$ cat config.mk
export PLATFORM = sky130hd
export DESIGN_NAME = conv_result_collector
export DESIGN_NICKNAME = d
export VERILOG_FILES = /design/src/rtl/conv_result_collector.sv
export SDC_FILE = /design/constraint.sdc
export NUM_CORES = 1
export LEC_CHECK = 0
export CAP_MARGIN = 15
export CORE_UTILIZATION = 35
export DETAILED_ROUTE_END_ITERATION = 16
export PLACE_DENSITY_LB_ADDON = 0.1
export SLEW_MARGIN = 10
export SYNTH_ARGS = -nofsm -noshare
export SYNTH_HDL_FRONTEND = slang
export SYNTH_SLANG_ARGS = --single-unit
$ cat constraint.sdc
create_clock -name clk -period 9.6 [get_ports clk]
set_input_delay 2.88 -clock clk [delete_from_list [all_inputs] [get_ports clk]]
set_output_delay 2.88 -clock clk [all_outputs]
set_load 0.05 [all_outputs]
$ cat src/rtl/conv_result_collector.sv
// Dual-port result sink: FIFO-buffers 0/1/2 words per cycle and serialises them with row/column tags.
// Optional build macro CONV_COLLECT_RELU_EN applies ReLU to out_data on the read side.
module conv_result_collector #(
    parameter int DATA_WIDTH = 25,
    parameter int DEPTH      = 61,
    parameter int ROWS       = 5,
    parameter int FIFO_DEPTH = 16
) (
    input  logic                  clk,
    input  logic                  rst,
    input  logic                  start,
    input  logic [DATA_WIDTH-1:0] in_port0,
    input  logic                  in_port0_vld,
    input  logic [DATA_WIDTH-1:0] in_port1,
    input  logic                  in_port1_vld,
    output logic [DATA_WIDTH-1:0] out_data,
    output logic                  out_valid,
    input  logic                  out_ready,
    output logic [7:0]            out_col,
    output logic [2:0]            out_row,
    output logic                  out_last,
    output logic                  frame_done,
    output logic                  overflow,
    output logic                  proto_err
);

    localparam int              AW      = $clog2(FIFO_DEPTH);
    localparam logic [AW+1:0]   FULL    = (AW+2)'(FIFO_DEPTH);
    localparam logic [7:0]      COL_MAX = 8'(DEPTH - 1);
    localparam logic [2:0]      ROW_MAX = 3'(ROWS - 1);

    typedef enum logic [1:0] {IDLE, RUN, DONE} state_t;

    state_t                  state, state_nxt;
    logic [DATA_WIDTH-1:0]   mem [FIFO_DEPTH];
    logic [AW:0]             wr_ptr, rd_ptr, count;
    logic [AW-1:0]           wr_idx0, wr_idx1;
    logic [AW+1:0]           need;
    logic [1:0]              n;
    logic [7:0]              col;
    logic [2:0]              row;
    logic [DATA_WIDTH-1:0]   head;
    logic                    start_ok, do_push, drop, proto, pop, is_last;

    assign count    = wr_ptr - rd_ptr;
    assign n        = {1'b0, in_port0_vld} + {1'b0, in_port0_vld & in_port1_vld};
    // Space check uses occupancy at cycle start; a same-cycle pop is deliberately not credited.
    assign need     = {1'b0, count} + {{AW{1'b0}}, n};
    assign start_ok = (state == IDLE) && start;
    assign do_push  = (state == RUN) && (n != 2'd0) && (need <= FULL);
    assign drop     = (state == RUN) && (n != 2'd0) && (need > FULL);
    assign proto    = (state == RUN) && in_port1_vld && !in_port0_vld;
    assign wr_idx0  = wr_ptr[AW-1:0];
    assign wr_idx1  = wr_idx0 + AW'(1);
    assign head     = mem[rd_ptr[AW-1:0]];

    assign out_valid  = (state == RUN) && (count != '0);
    assign pop        = out_valid && out_ready;
    assign is_last    = (row == ROW_MAX) && (col == COL_MAX);
    assign out_last   = out_valid && is_last;
    assign frame_done = (state == DONE);
    assign out_col    = col;
    assign out_row    = row;

`ifdef CONV_COLLECT_RELU_EN
    assign out_data = (out_valid && !head[DATA_WIDTH-1]) ? head : '0;
`else
    assign out_data = out_valid ? head : '0;
`endif

    always_comb begin
        // NOTE: default assigned first so every path drives state_nxt and no latch is inferred.
        state_nxt = state;
        case (state)
            IDLE:    if (start) state_nxt = RUN;
            RUN:     if (pop && is_last) state_nxt = DONE;
            DONE:    state_nxt = IDLE;
            default: state_nxt = IDLE;
        endcase
    end

    // NOTE: non-blocking assignments so every register samples pre-edge values.
    always_ff @(posedge clk or posedge rst) begin
        if (rst) begin
            state     <= IDLE;
            wr_ptr    <= '0;
            rd_ptr    <= '0;
            col       <= '0;
            row       <= '0;
            overflow  <= 1'b0;
            proto_err <= 1'b0;
        end else begin
            state <= state_nxt;
            if (do_push)
                wr_ptr <= wr_ptr + {{(AW-1){1'b0}}, n};
            // Leftover words are flushed while passing through DONE.
            if (state == DONE)
                rd_ptr <= wr_ptr;
            else if (pop)
                rd_ptr <= rd_ptr + (AW+1)'(1);
            if (start_ok || (pop && is_last)) begin
                col <= '0;
                row <= '0;
            end else if (pop) begin
                if (col == COL_MAX) begin
                    col <= '0;
                    row <= row + 3'd1;
                end else begin
                    col <= col + 8'd1;
                end
            end
            if (start_ok)
                overflow <= 1'b0;
            else if (drop)
                overflow <= 1'b1;
            if (start_ok)
                proto_err <= 1'b0;
            else if (proto)
                proto_err <= 1'b1;
        end
    end

    // NOTE: storage is not reset; out_data is gated by out_valid so stale entries never escape.
    always_ff @(posedge clk) begin
        if (do_push) begin
            mem[wr_idx0] <= in_port0;
            if (n == 2'd2)
                mem[wr_idx1] <= in_port1;
        end
    end

endmodule
Yosys cells after proc, flatten, opt, wreduce, memory -nomap -nowiden
Memories as Yosys holds them, arrays and structs flattened.
Index checks and enable logic that the tools add are counted.
- flip-flop bits (word level): 25
- bits in writable memories: 400
- bits in latches: 0
- memory bits (read-only): 0
- memories: 1
- bits of input ports: 56
- output and inout bits: 41
- div/mod/pow operators: 0
- magnitude comparators: 2
- shift operators: 0
- bitwise gates (word level): 1
- add/subtract/negate cells: 8
- equal/unequal tests: 7
- reduce and logical (&&, ||, !) cells: 23
- $mul: 0
- mux-type cells: 21
- memory list (name ; depth ; width ; read ports ; clocked after Yosys merged registers in ; wr ports ; line ; text):
    mem ; 16 ; 25 ; 1 ; 0 ; 2 ; 35 ; logic [DATA_WIDTH-1:0] mem [FIFO_DEPTH];
- operator list (kind ; count):
    $mux W25 ; 1
    $mux W8 ; 3
    $reduce_bool A2 Y1 ; 6
    $logic_and A1 B1 Y1 ; 11
    $mux W5 ; 2
    $mux W1 ; 9
    $mux W3 ; 3
    $add A8 B1 Y8 const B ; 1
    $eq A8 B6 Y1 const B ; 1
    $add A5 B2 Y6 ; 1
    $gt A6 B5 Y1 const B ; 1
    $le A6 B5 Y1 const B ; 1
    $add A5 B1 Y5 const B ; 1
    $add A5 B2 Y5 ; 1
    $reduce_bool A5 Y1 ; 1
    $sub A5 B5 Y5 ; 1
    $add A4 B1 Y4 const B ; 1
    $eq A2 B2 Y1 const B ; 2
    $mux W2 ; 2
    $pmux W2 S2 ; 1
    $reduce_and A2 Y1 ; 2
    $add A3 B1 Y3 const B ; 1
    $eq A3 B3 Y1 const B ; 1
    $add A1 B1 Y2 ; 1
    7 further kinds ; 7

Longest topological paths before layout
- depth in word-level cells: 8
- depth in mapped cells: 15

Worst setup path before layout
OpenSTA, ideal clock, no wires.
- path type: in2reg
- from: in in_port0_vld
- to: mem mem[5][0], enable pin
- setup slack: 1.478 ns
- path buffers: 3
- required time: 9.130 ns
- setup time: 0.470 ns
- cell stages on the path: 12
- arrival: 7.652 ns
- path through: nor2b_1 -> ha_1 -> inv_1 -> fa_1 -> o21a_1 -> nor3_1 -> a31oi_4 -> buf_6 -> or2_2 -> buf_2 -> buf_2 -> nor4_1
- RTL lines (item ; line ; text):
    from (decl) ; 13 ; input logic in_port0_vld,
    to (decl) ; 35 ;

Worst setup path after layout
- from: reg rd_ptr[1]
- to: out out_last
- longest elaborated chain between the ends: 4
- ends and longest elaborated chain (item ; line ; text):
    from (decl) ; 36 ; logic [AW:0] wr_ptr, rd_ptr, count;
    from (signal assigned) ; 98 ; rd_ptr <= wr_ptr;
    from (signal assigned) ; 100 ; rd_ptr <= rd_ptr + (AW+1)'(1);
    $sub A5 B5 Y5 ; 45 ; assign count = wr_ptr - rd_ptr;
    $reduce_bool A5 Y1 ; 57 ; assign out_valid = (state == RUN) && (count != '0);
    $logic_and A1 B1 Y1 ; 57 ;
    $logic_and A1 B1 Y1 ; 60 ; assign out_last = out_valid && is_last;
    to (decl) ; 21 ; output logic out_last,
Every way passes these cells.

==> flow_metrics.py <==
metrics = {
    "cts": {
        "cts_max_path_buffers": 3,
        "cts_buffers": 51,
        "clk_pin_slew_ns": 0.06,
        "cts_sinks": 425,
        "htree_levels": 2,
        "cts-root-buf": "clkbuf_16",
        "clk_latency_ns": 0.60,
        "cts_setup_buffers": 0,
        "cts.hold.buffers_added": 0,
        "tritoncts": "done",
        "cts-resized-gates": 0,
    },
    "placement": {
        "place_inst": 2183,
        "hpwl_um": 36700,
        "pre_cts_slack_ns": 2.13,
        "gp_congestion": 0.753,
        "port_buffers": 96,
    },
    "floorplanning": {
        "die_h_um": 256,
        "die_x_um": 256,
        "start_util_pct": 35.6,
        "core_um2": 63400,
        "die_area_um2": 65600,
        "fp-row-count": 92,
        "ios": 97,
    },
    "synthesis": {
        "synth.distinct_cells": 58,
        "yosysSeqAreaShare_pct": 55.9,
        "synth.top_cells.by_area": "edfxtp_1, mux2_2, mux4_2",
        "synth_area_leader_cell": "edfxtp_1",
        "async_flop_share_pct": 5.88,
        "ys_ff_latch": 425,
        "yosysTopAreaCellShare_pct": 53.1,
        "synthCells": 1324,
        "syn_avg_cell_area_um2": 17.1,
        "synthFlopType": "edfxtp_1",
        "synth_edf_count": 400,
        "ys_warn_count": 0,
        "syn-num-nets": 1396,
        "synth_area_um2": 22600,
    },
    "detailed_routing": {
        "first_iter_violations": 962,
        "drc": 0,
        "drt-total-wl_um": 63500,
        "wl_per_cell_um": 28.0,
        "viasPerCell": 5.49,
        "drt_pre_antenna_iters": 4,
        "vias": 12400,
        "ant_nets": 0,
    },
    "power_and_ir_drop": {
        "switching_share_pct": 37.6,
        "p_seq_share_pct": 34.4,
        "p_leak_nw": 8.52,
        "powerDensity_nw_per_um2": 281,
        "p_switching_w": 0.00273,
        "peakVddDrop_mv": 0.170,
        "pwr-share-comb_pct": 41.5,
        "p_int_w": 0.00454,
        "power_frac_clock_pct": 24.2,
    },
    "run_status": {
        "status": "finished, final reports clean",
    },
    "timing": {
        "finalSetupViolCount": 0,
        "hold_viol": 0,
        "setup_tns_ns": 0,
        "tightest_slew_ns": 1.13,
        "setup_ws_ns": 1.76,
        "rsz0062_at_grt": "no",
        "fin_crit_sh_pct": 81.7,
        "max_freq_ghz": 0.128,
        "skew_ns": 0.0261,
        "slew_headroom_pct": 24.5,
        "final.min_clock_period_ns": 7.84,
        "final_max_slew_viol_count": 0,
    },
    "global_routing": {
        "grt_first_pass_wirelength_um": 93900,
        "grt_overflow": 0,
        "grt_pass1_vias": 13000,
        "grt_max_degree": 57,
        "antenna_found_initial": 1,
        "grt_util_all_layers_pct": 19.7,
    },
    "setup_path": {
        "startpoint": "rd_ptr[1]$_DFFE_PP0P_",
        "worstPathArrival_ns": 4.96,
        "critPathLaunchType": "register",
        "cp.required_ns": 6.72,
        "r2r_start": "rd_ptr[1]$_DFFE_PP0P_",
        "critPathKind": "register to output pin",
        "endpoint_kind": "output pin",
        "critPathMaxFanout": 48,
    },
    "cells_and_area": {
        "syn2layout_area_growth_pct": 14.4,
        "final_nets": 1462,
        "num_antenna_cells": 0,
        "stdcell_count": 2268,
        "drive_above_1_share_pct": 45.9,
    },
    "min_path": {
        "hold_class": "register to register",
        "min_from": "proto_err$_DFFE_PP0P_",
    },
    "job": {
        "maxCapViolations": 0,
    },
}
## metrics by stage
step | util (%) | total power, W | hold slack (ns) | instance area (um^2)
floorplan | - | 0.00464 | 0.481 | 22600
finish | 40.8 | 0.00727 | 0.503 | 25900
global placement | 38.5 | 0.00559 | 0.482 | 24400
global route | 40.8 | 0.00761 | 0.530 | 25900
detailed placement | 38.5 | 0.00560 | 0.488 | 24400
CTS | 40.8 | 0.00738 | 0.502 | 25900
## power by group through the flow
stage	sequential, W	combinational [W]	clock, W
CTS	0.00251	0.00307	0.00180
global placement	0.00254	0.00305	0
finish	0.00250	0.00301	0.00175
detailed placement	0.00254	0.00306	0
floorplan	0.00244	0.00220	0
global route	0.00253	0.00322	0.00187
## cells in the mapped netlist (2+ instances only)
master / number
ha_1: 13
nor3_4: 2
nand2_1: 25
o311ai_0: 2
a31oi_1: 4
xor2_1: 3
or2_2: 2
nand2b_1: 4
or4_1: 6
nor4_4: 10
inv_1: 20
xnor2_1: 3
mux2_4: 60
a21oi_1: 14
buf_6: 26
a21o_1: 2
mux2_2: 316
dfrtp_1: 25
nand3_1: 8
o21a_1: 4
nor2_1: 15
o31ai_1: 4
nor2b_1: 4
clkbuf_1: 78
buf_4: 4
and3_1: 27
mux2_1: 25
inv_2: 2
mux4_2: 125
nor3_1: 15
edfxtp_1: 400
fa_1: 3
o21ai_0: 10
buf_1: 10
or3_1: 7
nor3b_1: 2
o211ai_1: 2
nor4_1: 9
buf_2: 12
nand4_1: 3
## path summary, 6_finish.rpt
path	end	slack, ns	depth (start not counted)
setup / recovery	out_last	1.76	8
hold / removal	proto_err$_DFFE_PP0P_	0.50	2
setup reg to reg	mem[10][3]$_DFFE_PP_	4.10	10
hold reg to reg	proto_err$_DFFE_PP0P_	0.50	2
max in group asynchronous	rd_ptr[1]$_DFFE_PP0P_	6.65	3
min in group asynchronous	proto_err$_DFFE_PP0P_	2.65	3
## state kept, by name, indices dropped and copies added, names as in the netlist
signal / cells
state: 2
overflow: 1
mem: 400
out_row: 3
wr_ptr: 5
out_col: 8
proto_err: 1
rd_ptr: 5
## metal layers
layer / global-route usage [%] / share of wire (%)
met3: 2.38 / 3.8
met4: 5.94 / 2.6
met5: 0 / 0.014
met2: 31.5 / 47
met1: 27.9 / 46
## cell families (layout without fill, tap and decap cells)
family                   count (synthesis)  count (layout)  synth area share [%]
AO/OA/AOI/OAI                           52              52                  1.54
adder cells (fa/ha/maj)                 16              16                 0.985
buffers and inverters                  152             250                  3.52
XOR/XNOR                                 6               6                 0.233
multiplexers                           526             526                  33.4
flip-flops                             425             425                  55.9
AND/OR/NAND/NOR                        147             147                  4.37
## cells in the final DEF, fill, tap and decap left out, drive strengths merged, types with 10 or more instances in the layout
cell,netlist,layout
mux2,401,401
clkbuf,78,66
dfrtp,25,25
nor3,17,17
ha,13,13
and3,27,27
nor4,19,19
nand2,26,26
clkinv,0,18
a21oi,14,14
o21ai,10,10
buf,52,47
edfxtp,400,400
nor2,16,16
inv,22,22
mux4,125,125
clkdlybuf4s50,0,96
## worst max-delay path, stage by stage, from the launching register on
cell and delay [ns]:
dfrtp_4 0.98, inv_1 0.25, fa_1 0.54, nand3_1 0.12, a21oi_1 0.13, o221ai_4 0.90
nand2_1 0.41, nor2_1 0.20, clkdlybuf4s50_1 0.81
## final cells by class
cell class,instances,area (um^2)
fillers,5758,37600
flip-flops and latches,425,12600
multi-input cells,747,9300
clock buffers,66,1380
repair buffers,143,1310
well taps,846,1060
inverters,22,82.6
clock inverters,19,80.1
No activity file was read; power rests on OpenSTA's default activity.
